`config.mk`:
```
export PLATFORM = sky130hd
export DESIGN_NAME = psk_frame_ctrl
export DESIGN_NICKNAME = d
export VERILOG_FILES = /design/src/rtl/psk_frame_ctrl.sv
export SDC_FILE = /design/constraint.sdc
export NUM_CORES = 1
export LEC_CHECK = 0
export ABC_CLOCK_PERIOD_IN_PS = 3500
export BUFFER_PORTS_ARGS = -buffer_cell sky130_fd_sc_hd__buf_2
export CORE_MARGIN = 8
export CORE_UTILIZATION = 60
export CTS_CLUSTER_SIZE = 28
export DETAILED_ROUTE_END_ITERATION = 8
export PLACE_DENSITY = 0.77
export SLEW_MARGIN = 20
export SYNTH_ARGS = -nofsm -noshare
export SYNTH_HDL_FRONTEND = slang
export SYNTH_SLANG_ARGS = --single-unit
```
`constraint.sdc`:
```
create_clock -name clk -period 3.5 [get_ports clk]
set_input_delay 0.7 -clock clk [delete_from_list [all_inputs] [get_ports clk]]
set_output_delay 0.7 -clock clk [all_outputs]
set_load 0.03 [all_outputs]
```
`src/rtl/psk_frame_ctrl.sv`:
```
// PSK frame controller: hunts for a sync word in a BPSK/QPSK hard-decision
// stream, reads a length byte, then streams the payload bytes out on an
// AXI-Stream style interface with a single-entry output register.
module psk_frame_ctrl #(
   parameter logic [15:0] SYNC_WORD    = 16'hEB90,
   parameter int unsigned HUNT_TIMEOUT = 4096
) (
   input  logic       clk,
   input  logic       rst_32M768,
   input  logic       clk_enable,
   input  logic       mode,
   input  logic       start,
   input  logic       abort,
   input  logic       sym_bpsk,
   input  logic [1:0] sym_qpsk,
   input  logic       sym_vld,
   output logic [7:0] m_tdata,
   output logic       m_tvalid,
   output logic       m_tlast,
   input  logic       m_tready,
   output logic       busy,
   output logic       frame_done,
   output logic       timeout,
   output logic       overflow
);

   localparam int unsigned CW = $clog2(HUNT_TIMEOUT + 1);

   typedef enum logic [2:0] {IDLE, HUNT, LEN, PAYLOAD, DONE} state_t;

   state_t          state, state_n;
   logic            mode_q, mode_n;
   logic [15:0]     sync_q, sync_n;
   logic [7:0]      byte_q, byte_n;
   logic [2:0]      bcnt_q, bcnt_n;
   logic [CW-1:0]   scnt_q, scnt_n;
   logic [7:0]      rem_q, rem_n;
   logic [7:0]      tdata_n;
   logic            tvalid_n, tlast_n, ovf_n, fd_n, to_n, busy_n;

   logic            in_frame;
   logic            acc;
   logic [15:0]     sync_sh;
   logic [7:0]      byte_sh;
   logic [3:0]      bsum;
   logic            byte_done;
   logic            slot_free;
   logic [CW-1:0]   scnt_inc;

   // Symbol-path helpers: shifted registers, bit-counter carry, output slot status
   assign in_frame  = (state == HUNT) || (state == LEN) || (state == PAYLOAD);
   assign acc       = clk_enable && sym_vld && in_frame && !abort;
   assign sync_sh   = mode_q ? {sync_q[13:0], sym_qpsk} : {sync_q[14:0], sym_bpsk};
   assign byte_sh   = mode_q ? {byte_q[5:0], sym_qpsk}  : {byte_q[6:0], sym_bpsk};
   assign bsum      = {1'b0, bcnt_q} + (mode_q ? 4'd2 : 4'd1);
   assign byte_done = acc && bsum[3];
   assign slot_free = !m_tvalid || m_tready;
   assign scnt_inc  = scnt_q + CW'(1);

   // Next-state, datapath and output computation
   always_comb begin
      state_n  = state;
      mode_n   = mode_q;
      sync_n   = sync_q;
      byte_n   = byte_q;
      bcnt_n   = bcnt_q;
      scnt_n   = scnt_q;
      rem_n    = rem_q;
      tdata_n  = m_tdata;
      tvalid_n = m_tvalid;
      tlast_n  = m_tlast;
      ovf_n    = overflow;
      to_n     = 1'b0;

      // Output handshake runs every clock, independent of clk_enable and abort
      if (m_tvalid && m_tready) begin
         tvalid_n = 1'b0;
         tdata_n  = '0;
         tlast_n  = 1'b0;
      end

      if (acc) begin
         sync_n = sync_sh;
         byte_n = byte_sh;
         bcnt_n = bsum[2:0];
      end

      if (abort) begin
         state_n = IDLE;
      end else begin
         case (state)
            IDLE: begin
               if (start) begin
                  state_n = HUNT;
                  mode_n  = mode;
                  sync_n  = '0;
                  byte_n  = '0;
                  bcnt_n  = '0;
                  scnt_n  = '0;
                  ovf_n   = 1'b0;
               end
            end
            HUNT: begin
               if (acc) begin
                  scnt_n = scnt_inc;
                  // A sync match on the final allowed symbol wins over the timeout
                  if (sync_sh == SYNC_WORD) begin
                     state_n = LEN;
                     bcnt_n  = '0;
                  end else if (scnt_inc == CW'(HUNT_TIMEOUT)) begin
                     state_n = IDLE;
                     to_n    = 1'b1;
                  end
               end
            end
            LEN: begin
               if (byte_done) begin
                  if (byte_sh == 8'd0) begin
                     state_n = DONE;
                  end else begin
                     state_n = PAYLOAD;
                     rem_n   = byte_sh;
                  end
               end
            end
            PAYLOAD: begin
               if (byte_done) begin
                  rem_n = rem_q - 8'd1;
                  // A byte arriving while the slot is still occupied is dropped;
                  // the pending byte (including its tlast) is left untouched
                  if (slot_free) begin
                     tdata_n  = byte_sh;
                     tvalid_n = 1'b1;
                     tlast_n  = (rem_q == 8'd1);
                  end else begin
                     ovf_n = 1'b1;
                  end
                  if (rem_q == 8'd1) state_n = DONE;
               end
            end
            DONE:    state_n = IDLE;
            default: state_n = IDLE;
         endcase
      end

      fd_n   = (state_n == DONE);
      busy_n = (state_n != IDLE);
   end

   // State and datapath registers with asynchronous reset
   always_ff @(posedge clk or posedge rst_32M768) begin
      if (rst_32M768) begin
         state      <= IDLE;
         mode_q     <= 1'b0;
         sync_q     <= '0;
         byte_q     <= '0;
         bcnt_q     <= '0;
         scnt_q     <= '0;
         rem_q      <= '0;
         m_tdata    <= '0;
         m_tvalid   <= 1'b0;
         m_tlast    <= 1'b0;
         busy       <= 1'b0;
         frame_done <= 1'b0;
         timeout    <= 1'b0;
         overflow   <= 1'b0;
      end else begin
         state      <= state_n;
         mode_q     <= mode_n;
         sync_q     <= sync_n;
         byte_q     <= byte_n;
         bcnt_q     <= bcnt_n;
         scnt_q     <= scnt_n;
         rem_q      <= rem_n;
         m_tdata    <= tdata_n;
         m_tvalid   <= tvalid_n;
         m_tlast    <= tlast_n;
         busy       <= busy_n;
         frame_done <= fd_n;
         timeout    <= to_n;
         overflow   <= ovf_n;
      end
   end

endmodule
```
==> flow_metrics.tcl, run 1 <==
set metrics [dict create \
    status "completed" \
    muxShareOfSynthArea_pct 7.48 \
    htree_levels 3 \
    final_common_cell "dfrtp_1" \
    final_cell_mix "dfrtp_1 (64), o21ai_0 (37), nor2_1 (35), nand2_1 (30), mux2i_1 (26)" \
    worst_ep_arrival_time_ps 2910 \
    reg2reg_setup_slack_ps 820 \
    leakage_nw 1.77 \
    crit_fanout 16 \
    cts_sinks 64 \
    root_buffer "clkbuf_8" \
    syn_nets 399 \
    row_count 28 \
    num_vias 2990 \
    gp_congestion 0.857 \
    start_util_pct 61.6 \
    routed_wl_um 8270 \
    avgSynthCellArea_um2 9.50 \
    tightest_slew_ps 1040 \
    hp-class "reg2reg" \
    report.final.slew_viol_count 0 \
    nets 416 \
    worstPathCellList "o211ai_1, nor3_1, o21ai_1, o21ai_0, a22o_1" \
    power.share.clock_pct 33.9 \
    wl_per_cell_um 17.3 \
    io_buffers 24 \
    synthSimpleGateAreaFrac_pct 21.3 \
    hold_path_startpoint "m_tdata[1]$_DFF_PP0_" \
    firstDrtPassIters 4 \
    ys_seq_area_share_pct 44.1 \
    hold_slack_ps 510 \
    clk_latency_ps 360 \
    n_antenna_cell 0 \
    min_period_ps 2680 \
    finalHoldViolations 0 \
    power_density_nw_per_um2 426 \
    swShare_pct 31.4 \
    drc 0 \
    slowest_delay_ps 840 \
    core_area_um2 5890 \
    grt_usage_pct 20.5 \
    numPlacedInstances 463 \
    drtIter0Drc 175 \
    antenna_found_initial 0 \
    postCtsSetupRepairBufs 0 \
    clk_pin_slew_worst_paths_ps 80 \
    fmax_ghz 0.373 \
    fill_cells 507 \
    cts-buffers-inserted 9 \
    crit_required_ps 3740 \
    finalSetupTns_ps 0 \
    power_frac_comb_pct 16.6 \
    grt_pass1_wl_um 14300 \
    reg2reg_depth 5 \
    synth_area_um2 3630 \
    start_kind "register" \
    finalNonFillerCells 479 \
    slew_headroom_pct 30.1 \
    grt_overflow 0 \
    grt_pass1_vias 2900 \
    die_w_um 93.8 \
    p_switching_w 0.000529 \
    syn_inst 382 \
    place_hpwl_um 5750 \
    critPathSlowestCell "o21ai_1" \
    rsz0062_at_grt "false" \
    internal_power_w 0.00116 \
    viasPerCell 6.24 \
    timing.final.crit_share_pct 76.5 \
    finClkSkew_ps 15.4 \
    crit_type "reg2reg" \
    place_area_um2 3790 \
    yosysWarnings 0 \
    io-pin-count 25 \
    worstReg2RegEnd "scnt_q[3]$_DFFE_PP0P_" \
    ctsResizeCount 0 \
    fin_total_pwr_w 0.00169 \
    cts_tree "yes" \
    synth_top_family_by_area "simple AND/OR/NAND/NOR gates" \
    cts.path.max_buffers 2 \
    r2r_start "state[0]$_DFF_PP0_" \
    seq_power_share_pct 49.5 \
    ant_nets 0 \
    synth-main-ff-cell "dfrtp_1" \
    syn2layout_area_growth_pct 9.14 \
    async_flop_share_pct 100 \
    setup_viol 0 \
    ys_types 61 \
    holdBufCountCts 0 \
    chipHeight_um 93.8 \
    synth_fa_ha_area_share_pct 2.28 \
    layout-drive-gt1-share_pct 14.9 \
    synthXorXnorAreaFrac_pct 0.483 \
    peakVddDrop_mv 0.348 \
    synth_compound_area_share_pct 20.6 \
    hold_depth 2 \
    min_to "m_tdata[1]$_DFF_PP0_" \
    synth_edf_count 0 \
    dieArea_um2 8790 \
    finalInstanceArea_um2 3960 \
    ys_ff_latch 64 \
    maxCapViolCount 0 \
    end_kind "register" \
    grt_max_degree 47 \
]
## cells by family after synthesis
logic type | count (synthesis)
simple gates | 143
mux | 27
fa+ha+maj | 6
buf+inv | 31
compound gates | 109
flops | 64
xor+xnor | 2
## synth_stat cells, types with 3 or more instances
cell type	n	area, um2
dfrtp_1	64	1600
o21ai_0	37	185
nor2_1	36	135
nand2_1	30	113
mux2i_1	26	260
a211oi_1	22	165
nand3_1	17	85.1
clkbuf_1	15	56.3
a21oi_1	12	60.1
nand4_1	9	56.3
inv_1	8	30.0
a22o_1	6	52.6
and3_1	5	31.3
ha_1	5	62.6
o31ai_1	5	37.5
or2_2	5	31.3
and2_1	4	25.0
nor3_1	4	20.0
nor3b_1	4	30.0
buf_2	3	15.0
nand2b_1	3	18.8
nor2b_1	3	18.8
o211a_1	3	30.0
o22ai_1	3	18.8
## worst max path at each step
stage	start	cells after the start	end
final	state[0]$_DFF_PP0_	5	scnt_q[3]$_DFFE_PP0P_
after detailed placement	abort	6	rem_q[6]$_DFFE_PP0P_
after CTS	state[0]$_DFF_PP0_	5	scnt_q[3]$_DFFE_PP0P_
after global placement	abort	6	rem_q[3]$_DFFE_PP0P_
after global routing	state[0]$_DFF_PP0_	5	scnt_q[3]$_DFFE_PP0P_
after floorplan	mode_q$_DFFE_PP0P_	10	rem_q[2]$_DFFE_PP0P_
## power groups by stage
stage	combinational (W)	clock, W	sequential [W]
floorplan	0.000220	0	0.000834
global placement	0.000274	0	0.000846
detailed placement	0.000282	0	0.000848
CTS	0.000282	0.000577	0.000834
global route	0.000310	0.000612	0.000843
finish	0.000280	0.000572	0.000836
## registers in the layout, indices dropped and copies added, names as in the netlist
| name | flops |
|---|---|
| timeout | 1 |
| m_tdata | 8 |
| m_tvalid | 1 |
| byte_q | 7 |
| scnt_q | 13 |
| mode_q | 1 |
| busy | 1 |
| state | 3 |
| sync_q | 15 |
| rem_q | 8 |
| overflow | 1 |
| bcnt_q | 3 |
| frame_done | 1 |
| m_tlast | 1 |
## cell type report
type                            instances  area (um2)  area share, %
Multi-Input combinational cell        287        1890           47.8
Sequential cell                        64        1600           40.4
Timing Repair Buffer                   29         170           4.30
Clock buffer                            9         124           3.13
Tap cell                               75        93.8           2.37
Clock inverter                          7        47.5           1.20
Inverter                                8        30.0          0.758
## through the flow
step	util, %	worst slack, ps
finish	67.3	822
global route	67.3	636
CTS	67.3	867
detailed placement	64.4	686
global placement	64.4	780
floorplan	-	824
## worst max-delay path, delay by kind of cell (launching register included)
kind	cells	cell delay (ps)
AOI/OAI and AO/OA	4	1890
DFF	1	520
and+or+nand+nor	1	160
## routing by layer
layer / track usage (%) / wire length, um
met5: 0 / 0
met4: 8.19 / 109
met3: 4.80 / 310
met2: 31.9 / 3910
met1: 26.8 / 3940
Note: power is estimated with default switching activity, not from simulation.
==> run 2, diff against run 1 <==
--- a/config.mk
+++ b/config.mk
@@ -5,13 +5,13 @@
 export SDC_FILE = /design/constraint.sdc
 export NUM_CORES = 1
 export LEC_CHECK = 0
-export ABC_CLOCK_PERIOD_IN_PS = 3500
+export ABC_CLOCK_PERIOD_IN_PS = 2200
 export BUFFER_PORTS_ARGS = -buffer_cell sky130_fd_sc_hd__buf_2
 export CORE_MARGIN = 8
-export CORE_UTILIZATION = 60
+export CORE_UTILIZATION = 55
 export CTS_CLUSTER_SIZE = 28
 export DETAILED_ROUTE_END_ITERATION = 8
-export PLACE_DENSITY = 0.77
+export PLACE_DENSITY = 0.74
 export SLEW_MARGIN = 20
 export SYNTH_ARGS = -nofsm -noshare
 export SYNTH_HDL_FRONTEND = slang
==> constraint.sdc (replaced) <==
create_clock -name clk -period 2.2 [get_ports clk]
set_input_delay 0.44 -clock clk [delete_from_list [all_inputs] [get_ports clk]]
set_output_delay 0.44 -clock clk [all_outputs]
set_load 0.03 [all_outputs]
==> run 2 against run 1 <==
  * First-iteration DRC count grew 42%
  * Register-to-register slack lost 740 ps
  * Cell count grew 5.8%
  * Fmax grew 26%
==> flow_metrics.tcl, run 2 (synthesis results as in run 1) <==
set metrics [dict create \
    routed_wl_um 9050 \
    row_count 29 \
    report.final.slew_viol_count 0 \
    dieArea_um2 9450 \
    status "completed" \
    clk_pin_slew_worst_paths_ps 70 \
    ant_nets 0 \
    finalHoldViolations 0 \
    viasPerCell 6.32 \
    rsz0062_at_grt "false" \
    swShare_pct 27.3 \
    start_util_pct 57.1 \
    core_area_um2 6350 \
    fmax_ghz 0.471 \
    peakVddDrop_mv 0.483 \
    crit_type "reg2reg" \
    slew_headroom_pct 58.2 \
    htree_levels 3 \
    hp-class "in2async" \
    largest_register "sync_q" \
    power_density_nw_per_um2 702 \
    finalNonFillerCells 507 \
    antenna_found_initial 0 \
    crit_fanout 8 \
    drc 0 \
    grt_pass1_vias 3137 \
    finClkSkew_ps 5.99 \
    nets 443 \
    n_antenna_cell 0 \
    grt_max_degree 65 \
    tightest_slew_ps 624 \
    power_frac_comb_pct 17.2 \
    cts_sinks 64 \
    internal_power_w 0.00218 \
    num_vias 3202 \
    finalSetupTns_ps 0 \
    top_regs "sync_q (15), scnt_q (13)" \
    worst_ep_arrival_time_ps 2350 \
    holdBufCountCts 0 \
    cts-buffers-inserted 9 \
    power.share.clock_pct 38.3 \
    chipHeight_um 97.2 \
    largest_reg_flops 15 \
    setup_viol 0 \
    place_hpwl_um 6210 \
    clk_latency_ps 340 \
    io_buffers 24 \
    cts.path.max_buffers 2 \
    final_common_cell "dfrtp_1" \
    seq_power_share_pct 44.5 \
    cts_tree "yes" \
    die_w_um 97.2 \
    setup_ws_ps 78.3 \
    leakage_nw 1.93 \
    wl_per_cell_um 17.9 \
    firstDrtPassIters 7 \
    grt_overflow 0 \
    p_switching_w 0.000818 \
    grt_pass1_wl_um 15200 \
    drtIter0Drc 249 \
    maxCapViolCount 0 \
    io-pin-count 25 \
    min_period_ps 2120 \
    timing.final.crit_share_pct 96.4 \
    gp_congestion 0.888 \
    final_cell_mix "dfrtp_1 (63), o21ai_0 (36), nor2_1 (35), nand2_1 (30), buf_4 (30)" \
    grt_usage_pct 19.2 \
    start_kind "register" \
    layout-drive-gt1-share_pct 21.2 \
    root_buffer "clkbuf_8" \
    numPlacedInstances 490 \
    place_ws_ps 21.0 \
    syn2layout_area_growth_pct 17.5 \
    crit_required_ps 2430 \
    end_kind "register" \
]
[run 2: routing by layer]
metal / global-route usage (%) / vias up / wire (um)
li1: - / 1519 / -
met1: 25.0 / 1582 / 4160
met2: 30.9 / 86 / 4340
met3: 3.34 / 15 / 409
met4: 7.11 / 0 / 148
met5: 0 / - / 0
[run 2: critical path, stage by stage (launching register included)]
cell and delay, ps:
dfrtp_1 410, or4_4 580, a2111oi_4 350, and3b_2 310, buf_4 180, a22o_1 190
[run 2: cell type report]
class                   instances  area, um2
clock buffers                  12        155
well taps                      77       96.3
inverters                       8       30.0
flip-flops and latches         64       1600
multi-input cells             287       1930
repair buffers                 56        385
clock inverters                 3       65.1
fillers                       496       2090
[run 2: per-stage QoR]
stage | utilization (%) | cell area, um2 | hold WS [ps] | power, W
floorplan | - | 3660 | 469 | 0.00170
global placement | 63.1 | 4010 | 483 | 0.00183
detailed placement | 63.1 | 4010 | 491 | 0.00185
CTS | 66.6 | 4230 | 178 | 0.00299
global route | 67.2 | 4260 | 191 | 0.00312
finish | 67.2 | 4260 | 149 | 0.00299
[run 2: timing repair]
action	4_1_cts	5_1_grt
buffers inserted	0	2
setup endpoints to repair	0	9
endpoints found under the hold margin	0	0
gates resized for setup	0	5
[run 2: worst paths after layout]
check / endpoint / startpoint / slack (ps) / cells past startpoint
max: rem_q[3]$_DFFE_PP0P_ / byte_q[5]$_DFF_PP0_ / 80 / 5
min: scnt_q[5]$_DFFE_PP0P_ / rst_32M768 / 150 / 3
max reg2reg: rem_q[3]$_DFFE_PP0P_ / byte_q[5]$_DFF_PP0_ / 80 / 5
min reg2reg: m_tdata[4]$_DFF_PP0_ / m_tdata[4]$_DFF_PP0_ / 510 / 2
max in group asynchronous: mode_q$_DFFE_PP0P_ / rst_32M768 / 1730 / 3
min in group clk: mode_q$_DFFE_PP0P_ / mode / 330 / 3
[run 2: power by group through the flow]
| stage | clock network, W | registers (W) | logic, W |
|---|---|---|---|
| finish | 0.00115 | 0.00133 | 0.000515 |
| global route | 0.00120 | 0.00134 | 0.000569 |
| CTS | 0.00115 | 0.00133 | 0.000501 |
| detailed placement | 0 | 0.00135 | 0.000497 |
| global placement | 0 | 0.00135 | 0.000486 |
| floorplan | 0 | 0.00133 | 0.000372 |
